$ cat config.mk
export PLATFORM = sky130hd
export DESIGN_NAME = mux_rr_arbiter
export DESIGN_NICKNAME = d
export VERILOG_FILES = /design/src/rtl/mux_rr_arbiter.sv
export SDC_FILE = /design/constraint.sdc
export NUM_CORES = 1
export LEC_CHECK = 0
export BUFFER_PORTS_ARGS = -buffer_cell sky130_fd_sc_hd__buf_4
export CAP_MARGIN = 20
export CORE_MARGIN = 5
export CORE_UTILIZATION = 30
export DETAILED_ROUTE_END_ITERATION = 6
export HOLD_SLACK_MARGIN = 0.02
export PLACE_DENSITY = 0.65
export SYNTH_ARGS = -nofsm -noshare
export SYNTH_HDL_FRONTEND = slang
export SYNTH_SLANG_ARGS = --single-unit
$ cat constraint.sdc
create_clock -name clk -period 1.5 [get_ports clk]
set_input_delay 0.15 -clock clk [delete_from_list [all_inputs] [get_ports clk]]
set_output_delay 0.15 -clock clk [all_outputs]
set_load 0.01 [all_outputs]
$ cat src/rtl/mux_rr_arbiter.sv
// mux_rr_arbiter
//   Shares a WIDTH-bit 2:1 mux between two valid/ready requesters. The mux
//   select is granted round-robin, and the chosen word is registered into a
//   one-entry output stage that has its own valid/ready handshake.
//
// Ports
//   clk      system clock; all state updates on the rising edge
//   rst      synchronous, active-high reset
//   I0/V0/R0 requester 0 data / valid / ready
//   I1/V1/R1 requester 1 data / valid / ready
//   Y/YV/YR  registered output data / valid / downstream ready
//   S        registered select of the word held in Y (0 = I0, 1 = I1)
module mux_rr_arbiter #(
  parameter int WIDTH = 16
) (
  input  logic             clk,
  input  logic             rst,
  input  logic [WIDTH-1:0] I0,
  input  logic             V0,
  output logic             R0,
  input  logic [WIDTH-1:0] I1,
  input  logic             V1,
  output logic             R1,
  output logic [WIDTH-1:0] Y,
  output logic             YV,
  input  logic             YR,
  output logic             S
);

  typedef enum logic {
    ST_EMPTY = 1'b0,
    ST_FULL  = 1'b1
  } state_t;

  state_t           state_q, state_d;
  logic [WIDTH-1:0] y_q, y_d;
  logic             s_q, s_d;
  logic             p_q, p_d;   // priority pointer: 0 favours requester 0

  logic load;
  logic g0, g1;

  always_comb begin
    // The stage can accept a new word when empty or when its word drains now.
    load = (state_q == ST_EMPTY) | YR;

    // A tie goes to the requester the pointer favours; otherwise to whoever is valid.
    g0 = load & V0 & (~V1 | ~p_q);
    g1 = load & V1 & (~V0 |  p_q);

    state_d = state_q;
    y_d     = y_q;
    s_d     = s_q;
    p_d     = p_q;

    if (load) begin
      if (g0 | g1) begin
        state_d = ST_FULL;
        y_d     = g1 ? I1 : I0;
        s_d     = g1;
        p_d     = ~g1;
      end else begin
        state_d = ST_EMPTY;
      end
    end
  end

  always_ff @(posedge clk) begin
    if (rst) begin
      state_q <= ST_EMPTY;
      y_q     <= '0;
      s_q     <= 1'b0;
      p_q     <= 1'b0;
    end else begin
      state_q <= state_d;
      y_q     <= y_d;
      s_q     <= s_d;
      p_q     <= p_d;
    end
  end

  // Ready is masked during reset so no handshake completes on a reset cycle.
  assign R0 = g0 & ~rst;
  assign R1 = g1 & ~rst;
  assign Y  = y_q;
  assign YV = (state_q == ST_FULL);
  assign S  = s_q;

endmodule

## Word level (Yosys, flattened, before mapping)

Cells that the tools add are included.

| storage, ports and cells | value |
|---|---|
| bits in registers | 19 |
| bits in latches | 0 |
| RAM bits | 0 |
| memory bits (read-only) | 0 |
| input port bits | 37 |
| output and inout bits | 20 |
| logic and storage cells | 23 |
| memories kept | 0 |

| cells by class | value |
|---|---|
| add/subtract/negate cells | 0 |
| $mul | 0 |
| div/mod/pow operators | 0 |
| magnitude comparators | 0 |
| equal/unequal tests | 0 |
| shift-type cells | 0 |
| multiplexer cells | 2 |
| bitwise gates (word level) | 16 |
| reduce and logical (&&, ||, !) cells | 1 |

Operators by type and width:

| operator | number |
|---|---|
| 16-bit 2-to-1 mux | 1 |
| 1-bit bitwise AND | 6 |
| 1-bit NOT | 6 |
| 1-bit OR | 4 |
| 2-bit AND reduction | 1 |
| 1-bit 2-to-1 mux | 1 |

## Depth between registers and ports, before layout

Gate-level depths: netlist (run 1).

| logic depth | value |
|---|---|
| word-level depth | 6 |
| gate-level depth with buffers | 5 |
| gate-level depth less buffers | 3 |

## Least setup slack after synthesis (run 1)

No wires, ideal clock.

| timing | value |
|---|---|
| path kind | reg2reg |
| from | register state_q (netlist: YV) |
| to | register y_q[0] (netlist: Y[0]) |
| setup time | 122 ps |
| arrival | 1220 ps |
| setup slack | 159 ps |
| cell stages (with the launch flop) | 6 |
| buffers on the path | 2 |
| period minus slack after synthesis | 1341 ps |
| path through | dfxtp_1 > nor2b_2 > buf_4 > nor4_4 > buf_6 > a221o_1 |

| between the ends | value |
|---|---|
| cells in the longest elaborated chain, start to end | 6 |

RTL lines:

| element | line | text |
|---|---|---|
| start, declared | 35 | `state_t state_q, state_d;` |
| start signal, assigned | 75 | `state_q <= state_d;` |
| 1-bit NOT * | 45 | `load = (state_q == ST_EMPTY) \| YR;` |
| 1-bit OR * | 45 |  |
| 1-bit bitwise AND (on tied branches) (2 in a row) | 48, 49 |  |
| 1-bit OR | 57 | `if (g0 \| g1) begin` |
| 2-bit AND reduction (no line) | - |  |
| end signal, assigned | 76 | `y_q <= y_d;` |
| end, declared | 36 | `logic [WIDTH-1:0] y_q, y_d;` |

Every way passes the cells marked *; elsewhere a longest branch is shown, timed or not.
A chain may end at the register's enable or synchronous reset.

## Worst setup path after layout (run 1)

| timing | value |
|---|---|
| from | register p_q |
| to | output R1 |

| between the ends | value |
|---|---|
| cells in the longest elaborated chain, start to end | 3 |

RTL lines:

| element | line | text |
|---|---|---|
| start, declared | 38 | `logic p_q, p_d;` |
| start signal, assigned | 78 | `p_q <= p_d;` |
| 1-bit OR | 49 | `g1 = load & V1 & (~V0 \| p_q);` |
| 1-bit bitwise AND | 49 |  |
| 1-bit bitwise AND | 84 | `assign R1 = g1 & ~rst;` |
| end, declared | 23 | `output logic R1,` |

No other way between the ends.

==> key figures, run 1 <==
Status
  – Status: completed

Global route
  – Initial antenna violation count: 0
  – Number of global-route vias before repair: 1023
  – GRT Residual Overflow: 0
  – Pin count of the biggest net entering global routing: 21
  – First-pass GRT wire length: 4705 um
  – Total track usage: 0.1370

STA
  – Final Max Slew Viols: 0
  – Crit share post-route: 0.9918
  – Setup TNS: 0 ns
  – RSZ-0062 raised after global routing: yes
  – Fin crit period: 1.488 ns
  – Worst-margin pin slew: 0.3744 ns
  – Final setup skew: 0.006194 ns
  – # setup viols final: 0
  – F_max: 672.2 MHz
  – Worst slew margin: 0.7440
  – Final hold violations: 0

Cells and area
  – Commonest non-fill, non-tap cell in the layout: buf_4
  – Fill count: 303
  – Commonest non-fill, non-tap cells in the layout: 61 x buf_4, 18 x dfxtp_1, 10 x nand4_1
  – Area occupied by multi-input gates: 450.4 um^2
  – ANT cells: 0
  – Area growth syn-to-layout: 52.86%
  – Storage element area: 384.1 um^2
  – Post-Layout Inst Area: 1440 um^2
  – Ratio of cells with drive above 1 in the final layout: 0.4615
  – Net count, final: 194

Setup path
  – R2R setup slack: 0.08 ns
  – Critical Path Source Type: register
  – Worst reg2reg path endpoint: Y[9]
  – R2r worst-path depth: 5
  – Crit Path Class: reg2out
  – CP Capture Type: output pin
  – RR Startpoint: p_q
  – Data arrival, critical path: 1.34 ns
  – Critical Path Fanout Max: 7
  – CP required: 1.35 ns

Placement
  – Placement Cell Area: 1383 um^2
  – PortBufs: 56
  – Final HPWL DP: 2334 um
  – Final GP Congestion: 0.7303

Drt
  – Initial detailed-routing violation count: 40
  – Vias: 1041
  – Vias per inst: 5.205
  – DRC: 0
  – Drt first pass iters: 4
  – Post-DRT Antenna Nets: 0
  – Total wire length: 3051 um
  – Routed len/inst: 15.26 um

Pwr
  – Combinational power share: 0.280
  – Clock Power Share: 0.224
  – Seq pwr share: 0.496
  – Static leakage: 0.6264 nW
  – Internal power: 0.0008296 W
  – Sw Ratio: 0.2858
  – Sw Pwr: 0.0003319 W
  – PwrDens: 806.5 nW/um^2
  – VDD IR-drop max: 449.9 uV

Clock network
  – Clk Latency, worst-skew pair: 0.29 ns
  – CTS buffer count: 3
  – CTS Buffer Depth: 2
  – CTS tree: done
  – # H-tree levels: 1
  – CTS root buffer: clkbuf_4
  – Clock Pin Slew Worst Setup and Hold Paths: 0.11 ns
  – Hold_buf cts: 0
  – CTS Sinks: 19

Logic synthesis
  – Share of the synthesized area in the top cell type: 0.4037
  – Syn Area/Cell: 9.517 um^2
  – #FFs+latches synth: 19
  – Netlist cell types: 24
  – Sequential share of the synthesized area: 0.4037
  – Mapped Nets: 136
  – Top cells by area, synth: dfxtp_1 40%, a221o_1 9.6%, a211oi_1 7.2%
  – Yosys top cell by area: dfxtp_1
  – Post-Syn Instances: 99
  – Mapped Area: 942.2 um^2
  – Yosys Warn Count: 0

Die
  – Io pins: 57
  – CORE AREA: 3028 um^2
  – Starting Density: 0.3112
  – Chip Width: 66.04 um
  – DIE HEIGHT: 66.04 um
  – DIE AREA: 4361 um^2
  – # rows: 20

Worst hold path
  – Hold Path Stages: 2
  – Hold_sp: I1[6]
  – Hold Path Class: in2reg
  – WHS Endpoint: Y[6]

Run
  – Max_cap viols: 0
-- Yosys cell counts --
master and n:
nor4_4 1, and2b_1 1, nand2_1 1, buf_6 2, o21ai_0 5, inv_2 1
dfxtp_1 19, a31oi_1 5, a221o_1 9, inv_4 1, a2111oi_0 2, buf_2 4
nand4_1 10, buf_4 4, a21oi_1 4, or2_1 1, nor2b_2 1, nor4_1 4
a21o_1 2, inv_1 9, nand2b_1 2, a2111oi_4 1, nor2_1 1, a211oi_1 9
-- worst max-delay path, stage by stage, from the launching register on --
cell and delay (ns):
dfxtp_4 0.40, and2b_1 0.24, nor4_4 0.15, buf_6 0.14, buf_4 0.11
-- final cells by class --
class,instances,share of cell area
Sequential cell,19,0.2667
Inverter,11,0.03041
Timing Repair Buffer,63,0.3336
Tap cell,44,0.03823
Multi-Input combinational cell,59,0.3128
Clock buffer,4,0.01825
-- per-stage QoR --
stage / util / setup WS (ns) / cells / hold slack (ns) / power (W)
finish: 0.4756 / 0.01224 / 200 / 0.06931 / 0.001161
global route: 0.4756 / -0.04307 / 200 / 0.06313 / 0.001219
CTS: 0.4740 / -0.003566 / 200 / 0.05926 / 0.001175
detailed placement: 0.4566 / 0.1283 / 194 / 0.3773 / 0.0009047
global placement: 0.4566 / 0.1894 / 194 / 0.3745 / 0.0008974
floorplan: - / 0.1587 / 99 / 0.2883 / 0.0007343
-- routing by layer --
metal,global-route usage,vias to the layer above,share of wire
met3,0.04762,0,0.13
li1,-,503,-
met2,0.2103,55,0.42
met4,0.03046,0,0
met5,0,-,0
met1,0.1843,483,0.45
-- flip-flops by register name, summed over array words and instances, names as in the netlist --
name and count:
S 1, Y 16, YV 1, p_q 1
-- what timing repair did --
action                     CTS  global route
pin swaps                    0             0
setup endpoints to repair    2            11
gates resized for setup      4             1
buffers inserted             2             0
-- power groups by stage --
stage	sequential (W)	clock, W	combinational (W)
after floorplan	0.000602	0	0.000132
after global placement	0.000585	0	0.000313
after detailed placement	0.000587	0	0.000318
after CTS	0.000576	0.000273	0.000326
after global routing	0.000581	0.000287	0.000351
final	0.000576	0.000260	0.000325
-- kinds of logic (layout without fill, tap and decap cells) --
kind of cell | Yosys count | count (layout) | share of synthesized area
DFF | 19 | 19 | 0.4037
and+or+nand+nor | 22 | 22 | 0.1607
buffers and inverters | 21 | 78 | 0.1235
AOI/OAI and AO/OA | 37 | 37 | 0.3121
-- worst max-delay path by stage --
stage / from / endpoint / cells after the start
finish: p_q / R1 / 4
global route: p_q / R1 / 4
CTS: p_q / R1 / 4
detailed placement: p_q / R1 / 4
global placement: p_q / R1 / 4
floorplan: YV / Y[0] / 5
(Power assumes the default switching activity.)
==> inputs of run 2 (changes only) <==
- CORE_MARGIN: 5 -> unset
- CTS_BUF_LIST: unset -> sky130_fd_sc_hd__clkbuf_4 sky130_fd_sc_hd__clkbuf_8
- clock period: 1.5 -> 1.77 ns (I/O delays scaled with it)
==> run 2 against run 1 <==
  * The flow now finishes with violations (DRC)
  * Combinational power fell by 18%
  * Non-clock buffer count decreased by 2
  * Hold slack improved by 0.028 ns
  * Critical path depth rose by 1
  * Register-to-register slack improved by 0.26 ns
  * Wire length shrank 15%
  * Critical path type unchanged
  * Highest routed layer is now met4
==> key figures, run 2 (synthesis results as in run 1) <==
Clock network
  – CTS tree: done (unchanged)
  – CTS Sinks: 19 (unchanged)
  – CTS Buffer Depth: 2 (unchanged)
  – Clk Latency, worst-skew pair: 0.29 ns (about the same)
  – # H-tree levels: 1 (unchanged)
  – Clock Pin Slew Worst Setup and Hold Paths: 0.11 ns (about the same)
  – CTS buffer count: 3 (unchanged)
  – CTS root buffer: clkbuf_4 (unchanged)

Global route
  – Initial antenna violation count: 0 (unchanged)
  – GRT Residual Overflow: 0 (unchanged)
  – First-pass GRT wire length: 4202 um (was 4705 um)
  – Number of global-route vias before repair: 938 (was 1023)
  – Pin count of the biggest net entering global routing: 21 (unchanged)
  – Total track usage: 0.1621 (was 0.1370)

Cells and area
  – Ratio of cells with drive above 1 in the final layout: 0.4545 (was 0.4615)
  – Post-Layout Cell Count: 196 (was 200)
  – Commonest non-fill, non-tap cell in the layout: buf_4 (unchanged)
  – Commonest non-fill, non-tap cells in the layout: 60 x buf_4, 19 x dfxtp_1, 10 x nand4_1 (was 61 x buf_4, 18 x dfxtp_1, 10 x nand4_1)
  – Area growth syn-to-layout: 50.07% (was 52.86%)
  – Max reg flops: 16 (unchanged)
  – ANT cells: 0 (unchanged)
  – Net count, final: 192 (was 194)

Pwr
  – VDD IR-drop max: 356.3 uV (was 449.9 uV)
  – Combinational power share: 0.273 (was 0.280)
  – Sw Pwr: 0.0002691 W (was 0.0003319 W)
  – Clock Power Share: 0.234 (was 0.224)
  – Internal power: 0.0007140 W (was 0.0008296 W)
  – PwrDens: 695.3 nW/um^2 (was 806.5 nW/um^2)
  – Static leakage: 0.6154 nW (was 0.6264 nW)
  – Sw Ratio: 0.2737 (was 0.2858)
  – Seq pwr share: 0.493 (was 0.496)

Worst hold path
  – Hold Path Stages: 2 (unchanged)
  – Hold Path Class: in2reg (unchanged)
  – WHS Endpoint: Y[14] (was Y[6])
  – Hold_sp: I1[14] (was I1[6])

Die
  – DIE HEIGHT: 58.04 um (was 66.04 um)
  – Starting Density: 0.3275 (was 0.3112)
  – CORE AREA: 2877 um^2 (was 3028 um^2)
  – DIE AREA: 3369 um^2 (was 4361 um^2)
  – # rows: 19 (was 20)
  – Chip Width: 58.04 um (was 66.04 um)
  – Io pins: 57 (unchanged)

Setup path
  – Worst reg2reg path endpoint: Y[8] (was Y[9])
  – Slowest CP cell: dfxtp_1 (was dfxtp_4)
  – Critical Path Fanout Max: 11 (was 7)
  – Critical Path Source Type: register (unchanged)
  – Max incr delay on CP: 0.34 ns (was 0.40 ns)
  – WP buf/inv: 3 (was 2)
  – CP dominant cell by count: buf_4
  – RR Startpoint: YV (was p_q)
  – CP Capture Type: output pin (unchanged)
  – CP Cell Sequence: nor2b_2, buf_4, a2111oi_4, buf_6, buf_4 (was and2b_1, nor4_4, buf_6, buf_4)
  – R2r worst-path depth: 5 (unchanged)
  – R2R setup slack: 0.34 ns (was 0.08 ns)
  – CP required: 1.59 ns (was 1.35 ns)
  – CP top delay family: buffers and inverters (was flip-flops)
  – Data arrival, critical path: 1.50 ns (was 1.34 ns)
  – Crit Path Class: reg2out (unchanged)

STA
  – # setup viols final: 0 (unchanged)
  – Fin crit period: 1.675 ns
  – Setup TNS: 0 ns (unchanged)
  – F_max: 596.9 MHz
  – Final hold violations: 0 (unchanged)
  – Crit share post-route: 0.9465
  – Final setup skew: 0.006228 ns (was 0.006194 ns)
  – Worst-margin pin slew: 0.4162 ns (was 0.3744 ns)
  – Final Max Slew Viols: 0 (unchanged)
  – Worst slew margin: 0.7226 (was 0.7440)
  – RSZ-0062 raised after global routing: no (was yes)

Run
  – Max_cap viols: 0 (unchanged)

Status
  – Violated checks: DRC
  – Status: finished with violations (was completed)

Drt
  – Vias per inst: 5.041 (was 5.205)
  – Vias: 988 (was 1041)
  – Drt first pass iters: 6 (was 4)
  – Initial detailed-routing violation count: 24 (was 40)
  – DRC: 6 (was 0)
  – Routed len/inst: 13.18 um (was 15.26 um)
  – Total wire length: 2583 um (was 3051 um)
  – Post-DRT Antenna Nets: 0 (unchanged)

Placement
  – Final HPWL DP: 2002 um (was 2334 um)
  – Placed insts: 191 (was 194)
  – Final GP Congestion: 0.8114 (was 0.7303)
  – PortBufs: 56 (unchanged)
==> run 2: changes by cell type in the layout (fill, tap and decap cells not counted) <==
cell | previous run | this run
buf_4 | 61 | 60
buf_6 | 2 | 1
clkbuf_1 | 1 | 0
clkbuf_4 | 3 | 4
dfxtp_1 | 18 | 19
dfxtp_4 | 1 | 0
nor2b_2 | 0 | 1
nor2b_4 | 1 | 0
==> run 2: worst max-delay path by stage <==
stage               startpoint   end  slack [ns]  cells past startpoint
floorplan                   YV  Y[0]        0.43                      5
global placement            V0    R1        0.36                      4
detailed placement          YV  Y[8]        0.32                      5
CTS                         YV    R0        0.04                      5
global route                YV    R0       0.008                      5
finish                      YV    R0        0.09                      5
==> run 2: timing repair <==
item                       in CTS  in global routing
buffers inserted                1                  0
hold buffers                    0                  0
pin swaps                       1                  0
setup endpoints to repair       1                  1
resized for setup               0                  1
==> run 2: metal layers <==
| metal | global-route usage | share of wire |
|---|---|---|
| met5 | 0 | 0 |
| met4 | 0.06463 | 0.0046 |
| met3 | 0.03571 | 0.093 |
| met2 | 0.2627 | 0.44 |
| met1 | 0.2094 | 0.46 |
==> run 2: final cells by class <==
type                    count  area, um^2
repair buffers             61       461.7
well taps                  42       52.55
inverters                  11       43.79
fillers                   295        1463
flip-flops and latches     19       380.4
multi-input cells          59       445.4
clock buffers               4       30.03
==> run 2: metrics by stage <==
step | area [um^2] | hold WS [ns] | utilization | setup slack [ns] | total power, W
after CTS | 1410 | 0.08581 | 0.4902 | 0.04022 | 0.0009975
after detailed placement | 1373 | 0.4037 | 0.4772 | 0.3210 | 0.0007614
after global placement | 1373 | 0.4010 | 0.4772 | 0.3551 | 0.0007573
final | 1414 | 0.09748 | 0.4915 | 0.09477 | 0.0009831
after floorplan | 942.2 | 0.3153 | - | 0.4287 | 0.0006223
after global routing | 1414 | 0.09169 | 0.4915 | 0.007730 | 0.001031
==> run 2: power groups by stage <==
| stage | Sequential, W | Clock, W | Combinational [W] |
|---|---|---|---|
| 2_1_floorplan | 0.000510 | 0 | 0.000112 |
| 3_3_place_gp | 0.000493 | 0 | 0.000264 |
| 3_5_place_dp | 0.000494 | 0 | 0.000267 |
| 4_1_cts | 0.000485 | 0.000243 | 0.000270 |
| 5_1_grt | 0.000489 | 0.000250 | 0.000292 |
| 6_report | 0.000484 | 0.000230 | 0.000268 |
